`src/rtl/serializer_if.sv`:
```
// Handshake and serial-link signals of the serializer: queue side (data/valid/ack)
// and receiver side (bit, strobe, ready), plus status and done flags.
interface serializer_if #(
  parameter int unsigned DATA_WIDTH = 8
);
  logic [DATA_WIDTH-1:0] data_in;
  logic                  valid_in;
  logic                  ack_out;
  logic                  rx_ready_in;
  logic                  data_out;
  logic                  write_out;
  logic                  status_out;
  logic                  done_out;

  modport master (
    output data_in, valid_in, rx_ready_in,
    input  ack_out, data_out, write_out, status_out, done_out
  );

  modport slave (
    input  data_in, valid_in, rx_ready_in,
    output ack_out, data_out, write_out, status_out, done_out
  );
endinterface

```
`src/rtl/serializer.sv`:
```
// Parallel-to-serial transmitter: captures one word on valid/ack, then emits it one bit
// per write_out strobe while the receiver is ready, with optional idle gap between bits.
module serializer #(
  parameter int unsigned DATA_WIDTH = 8,
  parameter bit          MSB_FIRST  = 1'b1,
  parameter int unsigned GAP_CYCLES = 0
) (
  input logic        clock_100KHZ,
  input logic        reset,
  serializer_if.slave bus
);

  localparam int unsigned CW = $clog2(DATA_WIDTH + 1);

  typedef enum logic [1:0] {
    IDLE = 2'd0,
    SEND = 2'd1,
    DONE = 2'd2
  } state_t;

  state_t                state_q, state_d;
  logic [DATA_WIDTH-1:0] shreg_q, shreg_d;
  logic [CW-1:0]         cnt_q, cnt_d;
  logic [3:0]            gap_q, gap_d;
  logic                  data_q, data_d;
  logic                  write_q, write_d;
  logic                  ack_q, ack_d;
  logic                  done_q, done_d;
  logic                  status_q, status_d;
  logic                  head;
  logic                  send_bit;

  assign head     = MSB_FIRST ? shreg_q[DATA_WIDTH-1] : shreg_q[0];
  assign send_bit = (state_q == SEND) && bus.rx_ready_in && (gap_q == 4'd0);

  always_comb begin
    state_d  = state_q;
    shreg_d  = shreg_q;
    cnt_d    = cnt_q;
    data_d   = data_q;
    write_d  = 1'b0;
    ack_d    = 1'b0;
    done_d   = 1'b0;
    status_d = 1'b0;

    // Gap keeps draining in every state so the spacing also holds across word boundaries.
    if (send_bit) begin
      gap_d = 4'(GAP_CYCLES);
    end else if (gap_q != 4'd0) begin
      gap_d = gap_q - 4'd1;
    end else begin
      gap_d = gap_q;
    end

    unique case (state_q)
      IDLE: begin
        if (bus.valid_in) begin
          shreg_d = bus.data_in;
          cnt_d   = CW'(DATA_WIDTH);
          ack_d   = 1'b1;
          state_d = SEND;
        end else begin
          status_d = 1'b1;
        end
      end
      SEND: begin
        if (send_bit) begin
          write_d = 1'b1;
          data_d  = head;
          shreg_d = MSB_FIRST ? {shreg_q[DATA_WIDTH-2:0], 1'b0}
                              : {1'b0, shreg_q[DATA_WIDTH-1:1]};
          cnt_d   = cnt_q - CW'(1);
          if (cnt_q == CW'(1)) begin
            state_d = DONE;
          end
        end
      end
      DONE: begin
        done_d  = 1'b1;
        state_d = IDLE;
      end
      default: begin
        state_d = IDLE;
      end
    endcase
  end

  always_ff @(posedge clock_100KHZ or negedge reset) begin
    if (!reset) begin
      state_q  <= IDLE;
      shreg_q  <= '0;
      cnt_q    <= '0;
      gap_q    <= '0;
      data_q   <= 1'b0;
      write_q  <= 1'b0;
      ack_q    <= 1'b0;
      done_q   <= 1'b0;
      status_q <= 1'b0;
    end else begin
      state_q  <= state_d;
      shreg_q  <= shreg_d;
      cnt_q    <= cnt_d;
      gap_q    <= gap_d;
      data_q   <= data_d;
      write_q  <= write_d;
      ack_q    <= ack_d;
      done_q   <= done_d;
      status_q <= status_d;
    end
  end

  assign bus.data_out   = data_q;
  assign bus.write_out  = write_q;
  assign bus.ack_out    = ack_q;
  assign bus.done_out   = done_q;
  assign bus.status_out = status_q;

endmodule

```
`src/flat_wrapper.sv`:
```
// flat-port wrapper written by rule: the top's interface ports become plain ports
module serializer_flat 
#(
  parameter int unsigned DATA_WIDTH = 8,
  parameter bit          MSB_FIRST  = 1'b1,
  parameter int unsigned GAP_CYCLES = 0
)
  (clock_100KHZ, reset, bus_data_in, bus_valid_in, bus_rx_ready_in, bus_ack_out, bus_data_out, bus_write_out, bus_status_out, bus_done_out);
  serializer_if #(.DATA_WIDTH(DATA_WIDTH)) bus_i ();
  input logic clock_100KHZ;
  input logic reset;
  input wire logic [$bits(bus_i.data_in)-1:0] bus_data_in;
  input wire logic [$bits(bus_i.valid_in)-1:0] bus_valid_in;
  input wire logic [$bits(bus_i.rx_ready_in)-1:0] bus_rx_ready_in;
  output wire logic [$bits(bus_i.ack_out)-1:0] bus_ack_out;
  output wire logic [$bits(bus_i.data_out)-1:0] bus_data_out;
  output wire logic [$bits(bus_i.write_out)-1:0] bus_write_out;
  output wire logic [$bits(bus_i.status_out)-1:0] bus_status_out;
  output wire logic [$bits(bus_i.done_out)-1:0] bus_done_out;
  assign bus_i.data_in = bus_data_in;
  assign bus_i.valid_in = bus_valid_in;
  assign bus_i.rx_ready_in = bus_rx_ready_in;
  assign bus_ack_out = bus_i.ack_out;
  assign bus_data_out = bus_i.data_out;
  assign bus_write_out = bus_i.write_out;
  assign bus_status_out = bus_i.status_out;
  assign bus_done_out = bus_i.done_out;
  serializer #(.DATA_WIDTH(DATA_WIDTH), .MSB_FIRST(MSB_FIRST), .GAP_CYCLES(GAP_CYCLES)) u_core (.clock_100KHZ(clock_100KHZ), .reset(reset), .bus(bus_i));
endmodule
```
`config.mk`:
```
export PLATFORM = sky130hd
export DESIGN_NAME = serializer_flat
export DESIGN_NICKNAME = d
export VERILOG_FILES = /design/src/rtl/serializer_if.sv /design/src/rtl/serializer.sv /design/src/flat_wrapper.sv
export SDC_FILE = /design/constraint.sdc
export NUM_CORES = 1
export LEC_CHECK = 0
export ABC_AREA = 1
export CAP_MARGIN = 5
export CORE_UTILIZATION = 50
export CTS_CLUSTER_DIAMETER = 40
export DETAILED_ROUTE_END_ITERATION = 8
export HOLD_SLACK_MARGIN = 0.06
export PLACE_DENSITY = 0.82
export SLEW_MARGIN = 20
export SYNTH_ARGS = -nofsm -noshare
export SYNTH_HDL_FRONTEND = slang
export SYNTH_SLANG_ARGS = --single-unit
```
`constraint.sdc`:
```
create_clock -name clock_100KHZ -period 2.85 [get_ports clock_100KHZ]
set_clock_uncertainty 0.15 [all_clocks]
set_input_delay 0.4275 -clock clock_100KHZ [delete_from_list [all_inputs] [get_ports clock_100KHZ]]
set_output_delay 0.4275 -clock clock_100KHZ [all_outputs]
set_load 0.05 [all_outputs]
```
==> impl_metrics.csv, run 1 <==
group,metric,value,unit
grt,grt_usage,0.1959,
timing,report.final.slew_viol_count,0,
critical_path,end_kind,"primary output",
timing,fin_crit_sh,0.7288,
yosys,ys_ff_latch,23,
power,finalPower,1.192,mW
grt,grt_start_max_net_pins,24,
floorplan,rows,17,
critical_path,crit_fanout,2,
power,ir_drop,0.0005028,V
critical_path,path_depth,1,
cells_and_area,nets,171,
clock_network,cts_buffers,3,
cells_and_area,n_antenna_cell,0,
power,cellLeakagePower,0.7205,nW
critical_path,crit_type,"reg -> out",
yosys,yosysUniqueCellTypes,18,
cells_and_area,final_area,0.001383,mm²
clock_network,clk_latency,0.31,ns
grt,overflow,0,
routing,drt_iter0_drc,14,
floorplan,die_area,0.002558,mm²
grt,grt_antenna_before_repair,0,
place,gp_congestion,0.7285,
timing,worst_pin_slew,0.4916,ns
worst_hold_path,hold_path_class,"in -> async",
clock_network,cts_hold_repair.buffers,0,
timing,timing.hold.ws,0.2941,ns
critical_path,ff2ff_path_depth,8,
grt,grt_first_pass_wirelength,3698,µm
yosys,synth_warnings,0,
grt,grt_pass1_vias,922,
cells_and_area,drive_gt1_frac,0.1429,
floorplan,core,0.002212,mm²
routing,via_per_inst,5.005,
place,dp_slack,1.083,ns
clock_network,ctsResizeCount,0,
clock_network,cts_max_level,1,
routing,vias,911,
critical_path,crit_slowest_cell,"clkdlybuf4s50_1",
critical_path,arrival,1.50,ns
routing,first_pass_iters,4,
yosys,synth_nets,152,
yosys,netlist_area,0.001180,mm²
critical_path,crit_chain,"clkdlybuf4s50_1",
timing,rsz0062_at_grt,"no",
routing,drt_wl_total,2059,µm
clock_network,cts_tree,"done",
timing,period_minus_slack,2.077,ns
critical_path,worst_path_largest_cell_delay,0.81,ns
timing,fmax,0.4814,GHz
timing,worst_slack,0.7728,ns
clock_network,cts_root_buffer,"clkbuf_4",
clock_network,clk_pin_slew,0.13,ns
yosys,synthCells,136,
place,hpwl,1539,µm
critical_path,critPathRequiredTime,2.27,ns
critical_path,start_kind,"register",
place,placed_area,0.001353,mm²
timing,hold_viol_final,0,
job,maxCapViolations,0,
place,portBuffers,16,
floorplan,die_x,50.58,µm
clock_network,cts.sinks,23,
routing,drc_errors,0,
floorplan,start_util,0.5334,
critical_path,cp_top_family,"buffers and inverters",
power,p_per_area,862.0,mW/mm²
clock_network,post_cts_buffers,0,
routing,postRouteAntennaNets,0,
yosys,yosysSeqAreaShare,0.4878,
cells_and_area,area_delta_synth_final,17.18,%
yosys,syn_area_per_cell,8.676,µm²
floorplan,num_io_pins,17,
timing,maxSlewHeadroom,0.6713,
critical_path,worst-path-buf-inv,1,
status,outcome,"finished, final reports clean",
routing,wl_per_cell,11.31,µm
timing,setup_violations,0,
clock_network,clockBufferDepth,2,
floorplan,die_y,50.58,µm
timing,fin_tns_setup,0,ns
-- cell usage in the layout, fill, tap and decap left out, types with 2 or more instances in the layout --
cell,instances
nand2_2,3
nor2_4,2
nand3_2,8
nor3_1,2
o21ai_0,4
nand2_4,3
dfrtp_1,23
nand3_1,8
clkdlybuf4s50_1,16
nor2_1,8
ha_1,4
nand2_1,52
clkbuf_4,3
inv_1,12
-- cell families after synthesis --
| logic type | share of synthesized area |
|---|---|
| AOI/OAI and AO/OA | 0.02333 |
| and+or+nand+nor | 0.3648 |
| adders and majority gates | 0.04242 |
| DFF | 0.4878 |
| buffers and inverters | 0.06680 |
| xor gates and xnor gates | 0.01485 |
-- flip-flops by register name (all words and copies together), names as in the netlist --
| register | flops |
|---|---|
| u_core.bus.ack_out | 1 |
| u_core.bus.data_out | 1 |
| u_core.bus.done_out | 1 |
| u_core.bus.status_out | 1 |
| u_core.bus.write_out | 1 |
| u_core.cnt_q | 4 |
| u_core.gap_q | 4 |
| u_core.shreg_q | 8 |
| u_core.state_q | 2 |
-- power breakdown --
group          internal (mW)  switching (mW)  leakage, nW
logic                  0.191           0.348        0.406
clock network         0.0536          0.0972       0.0139
registers              0.427          0.0754        0.301
total                  0.671           0.521        0.721
-- worst paths after layout --
kind | endpoint | startpoint | slack (ns)
min reg2reg | u_core.bus.status_out | u_core.state_q[1] | 0.32
min | u_core.shreg_q[1] | reset | 0.29
min in group clock_100KHZ | u_core.bus.status_out | u_core.state_q[1] | 0.32
max reg2reg | u_core.cnt_q[3] | u_core.gap_q[0] | 1.23
max | bus_data_out | u_core.bus.data_out | 0.77
max in group asynchronous | u_core.cnt_q[0] | reset | 2.03
-- per-stage QoR --
step / utilization / cells
after floorplan: - / 136
after global placement: 0.6114 / 178
after detailed placement: 0.6114 / 178
after CTS: 0.6250 / 182
after global routing: 0.6250 / 182
final: 0.6250 / 182
-- layout make-up --
type,instances,area [µm²]
tap,28,35.03
multi-input combinational,97,525.5
inverter,13,48.80
clock inverter,1,7.507
fill,196,829.5
timing repair buffer,17,167.7
clock buffer,3,22.52
sequential,23,575.6
-- cells in the mapped netlist, drive strengths merged --
cell type  number  share of area
ha              4          0.042
o21ai           4          0.017
nor2           10          0.045
xor2            1         0.0074
nor3            2         0.0085
nand3          16           0.10
inv            13          0.041
xnor2           1         0.0074
o21bai          1         0.0064
dfrtp          23           0.49
nand2          58           0.21
buf             3          0.025
-- routing by layer --
metal | up-vias | share of wire | track usage
met5 | - | 0 | 0
met4 | 0 | 0.017 | 0.09259
met3 | 5 | 0.041 | 0.03939
met2 | 18 | 0.48 | 0.3333
met1 | 433 | 0.46 | 0.2358
li1 | 455 | - | -
(Power assumes the default switching activity.)
==> run 2: changes to the inputs <==
- CORE_UTILIZATION: 50 -> 47
- PLACE_DENSITY: 0.82 -> 0.81
- clock period: 2.85 -> 1.9 ns (I/O delays scaled with it)
==> impl_metrics.csv, run 2 (same netlist as run 1, synthesis figures left out) <==
group,metric,value,unit
status,outcome,"finished, final reports clean",
timing,fin_crit_sh,0.8627,
place,portBuffers,16,
floorplan,die_y,52.11,µm
power,p_comb_frac,0.446,
floorplan,num_io_pins,17,
routing,drt_iter0_drc,15,
grt,overflow,0,
floorplan,core,0.002297,mm²
clock_network,clockBufferDepth,2,
timing,hold_viol_final,0,
clock_network,cts_root_buffer,"clkbuf_4",
grt,grt_antenna_before_repair,0,
routing,drc_errors,0,
clock_network,cts_hold_repair.buffers,0,
clock_network,cts_buffers,3,
clock_network,cts_max_level,1,
clock_network,clk_pin_slew,0.14,ns
power,finalPower,1.797,mW
critical_path,r2r_end,"u_core.shreg_q[7]",
timing,fmax,0.6101,GHz
floorplan,die_area,0.002715,mm²
job,maxCapViolations,0,
power,pwr-share-clk,0.133,
clock_network,clk_latency,0.32,ns
timing,period_minus_slack,1.639,ns
floorplan,start_util,0.5136,
grt,grt_first_pass_wirelength,3836,µm
clock_network,cts_tree,"done",
cells_and_area,final_common_cell,"nand2_1",
cells_and_area,final_cell_mix,"52 x nand2_1, 23 x dfrtp_1, 12 x inv_1",
timing,fin_tns_setup,0,ns
critical_path,rrSetupSlack,0.26,ns
routing,first_pass_iters,4,
cells_and_area,fin_cells,182,
grt,grt_usage,0.1991,
cells_and_area,top_regs,"u_core.shreg_q (8), u_core.cnt_q (4), u_core.gap_q (4)",
critical_path,ff2ff_path_depth,8,
place,gp_congestion,0.7736,
timing,rsz0062_at_grt,"no",
cells_and_area,area_delta_synth_final,16.75,%
routing,drt_wl_total,2244,µm
power,p_per_area,1304,mW/mm²
critical_path,crit_fanout,17,
power,p_sw_frac,0.4421,
floorplan,rows,17,
cells_and_area,regMostFlops,"u_core.shreg_q",
power,seqPwrFrac,0.421,
critical_path,critPathRequiredTime,2.01,ns
power,internal-power,1.003,mW
floorplan,die_x,52.11,µm
routing,postRouteAntennaNets,0,
power,power_switching,794.4,µW
grt,grt_pass1_vias,917,
cells_and_area,nets,171,
critical_path,end_kind,"register",
critical_path,crit_type,"reg -> reg",
critical_path,regToRegStartpoint,"u_core.gap_q[0]",
power,ir_drop,0.0006961,V
routing,vias,917,
critical_path,arrival,1.75,ns
place,hpwl,1586,µm
timing,report.final.slew_viol_count,0,
place,placedCellCount,178,
timing,setup_violations,0,
clock_network,cts.sinks,23,
timing,maxSlewHeadroom,0.6668,
grt,grt_start_max_net_pins,24,
routing,via_per_inst,5.038,
cells_and_area,n_antenna_cell,0,
worst_hold_path,hold_path_class,"in -> async",
cells_and_area,final_util,0.5997,
critical_path,start_kind,"register",
routing,wl_per_cell,12.33,µm
cells_and_area,drive_gt1_frac,0.1494,
timing,worst_pin_slew,0.4990,ns
power,cellLeakagePower,0.7645,nW
cells_and_area,largest_reg_flops,8,
cells_and_area,n_fill_cell,216,
run 2: worst max-delay path by stage:
stage                           from             endpoint  cells after the start
2_1_floorplan        u_core.gap_q[0]  u_core.bus.data_out                      8
3_3_place_gp            bus_valid_in    u_core.shreg_q[7]                      5
3_5_place_dp         bus_rx_ready_in    u_core.shreg_q[7]                      7
4_1_cts        u_core.bus.status_out       bus_status_out                      1
5_1_grt              u_core.gap_q[0]    u_core.shreg_q[7]                      8
6_report             u_core.gap_q[0]    u_core.shreg_q[7]                      8
run 2: area by class of cell:
type,instances,area [µm²],area share
Inverter,13,48.80,0.03542
Multi-Input combinational cell,97,525.5,0.3815
Tap cell,28,35.03,0.02543
Clock buffer,4,26.28,0.01907
Timing Repair Buffer,17,166.4,0.1208
Sequential cell,23,575.6,0.4178
run 2: power groups by stage:
stage | Sequential, mW | Combinational (mW) | Clock, mW
2_1_floorplan | 0.806 | 0.598 | 0
3_3_place_gp | 0.758 | 0.777 | 0
3_5_place_dp | 0.765 | 0.806 | 0
4_1_cts | 0.756 | 0.811 | 0.242
5_1_grt | 0.775 | 0.909 | 0.262
6_report | 0.757 | 0.801 | 0.239
run 2: worst max-delay path: stages (launching register included):
cell and delay [ns]:
dfrtp_1 0.41, inv_1 0.11, ha_1 0.18, nand2_2 0.09, nor2_4 0.16, nand2_4 0.18
nand2_4 0.15, nand2_1 0.07, nand2_1 0.07
run 2: timing repair:
action                                  CTS  global route
setup buffers                             0             0
endpoints found under the setup margin    1             2
endpoints found under the hold margin     0             0
resized for setup                         1             2
run 2: per-layer routing:
| metal | GRT usage | up-vias | part of all wire |
|---|---|---|---|
| met5 | 0 | - | 0 |
| li1 | - | 455 | - |
| met1 | 0.2214 | 438 | 0.45 |
| met2 | 0.3675 | 20 | 0.50 |
| met3 | 0.03509 | 4 | 0.036 |
| met4 | 0.08108 | 0 | 0.011 |
run 2: per-stage QoR:
stage	worst slack [ns]	hold slack [ns]	area (µm²)
floorplan	0.4792	-0.1606	1180
global placement	0.3274	0.2951	1348
detailed placement	0.2916	0.2994	1348
CTS	0.001828	0.1640	1373
global route	0.1627	0.1707	1378
finish	0.2609	0.1470	1378
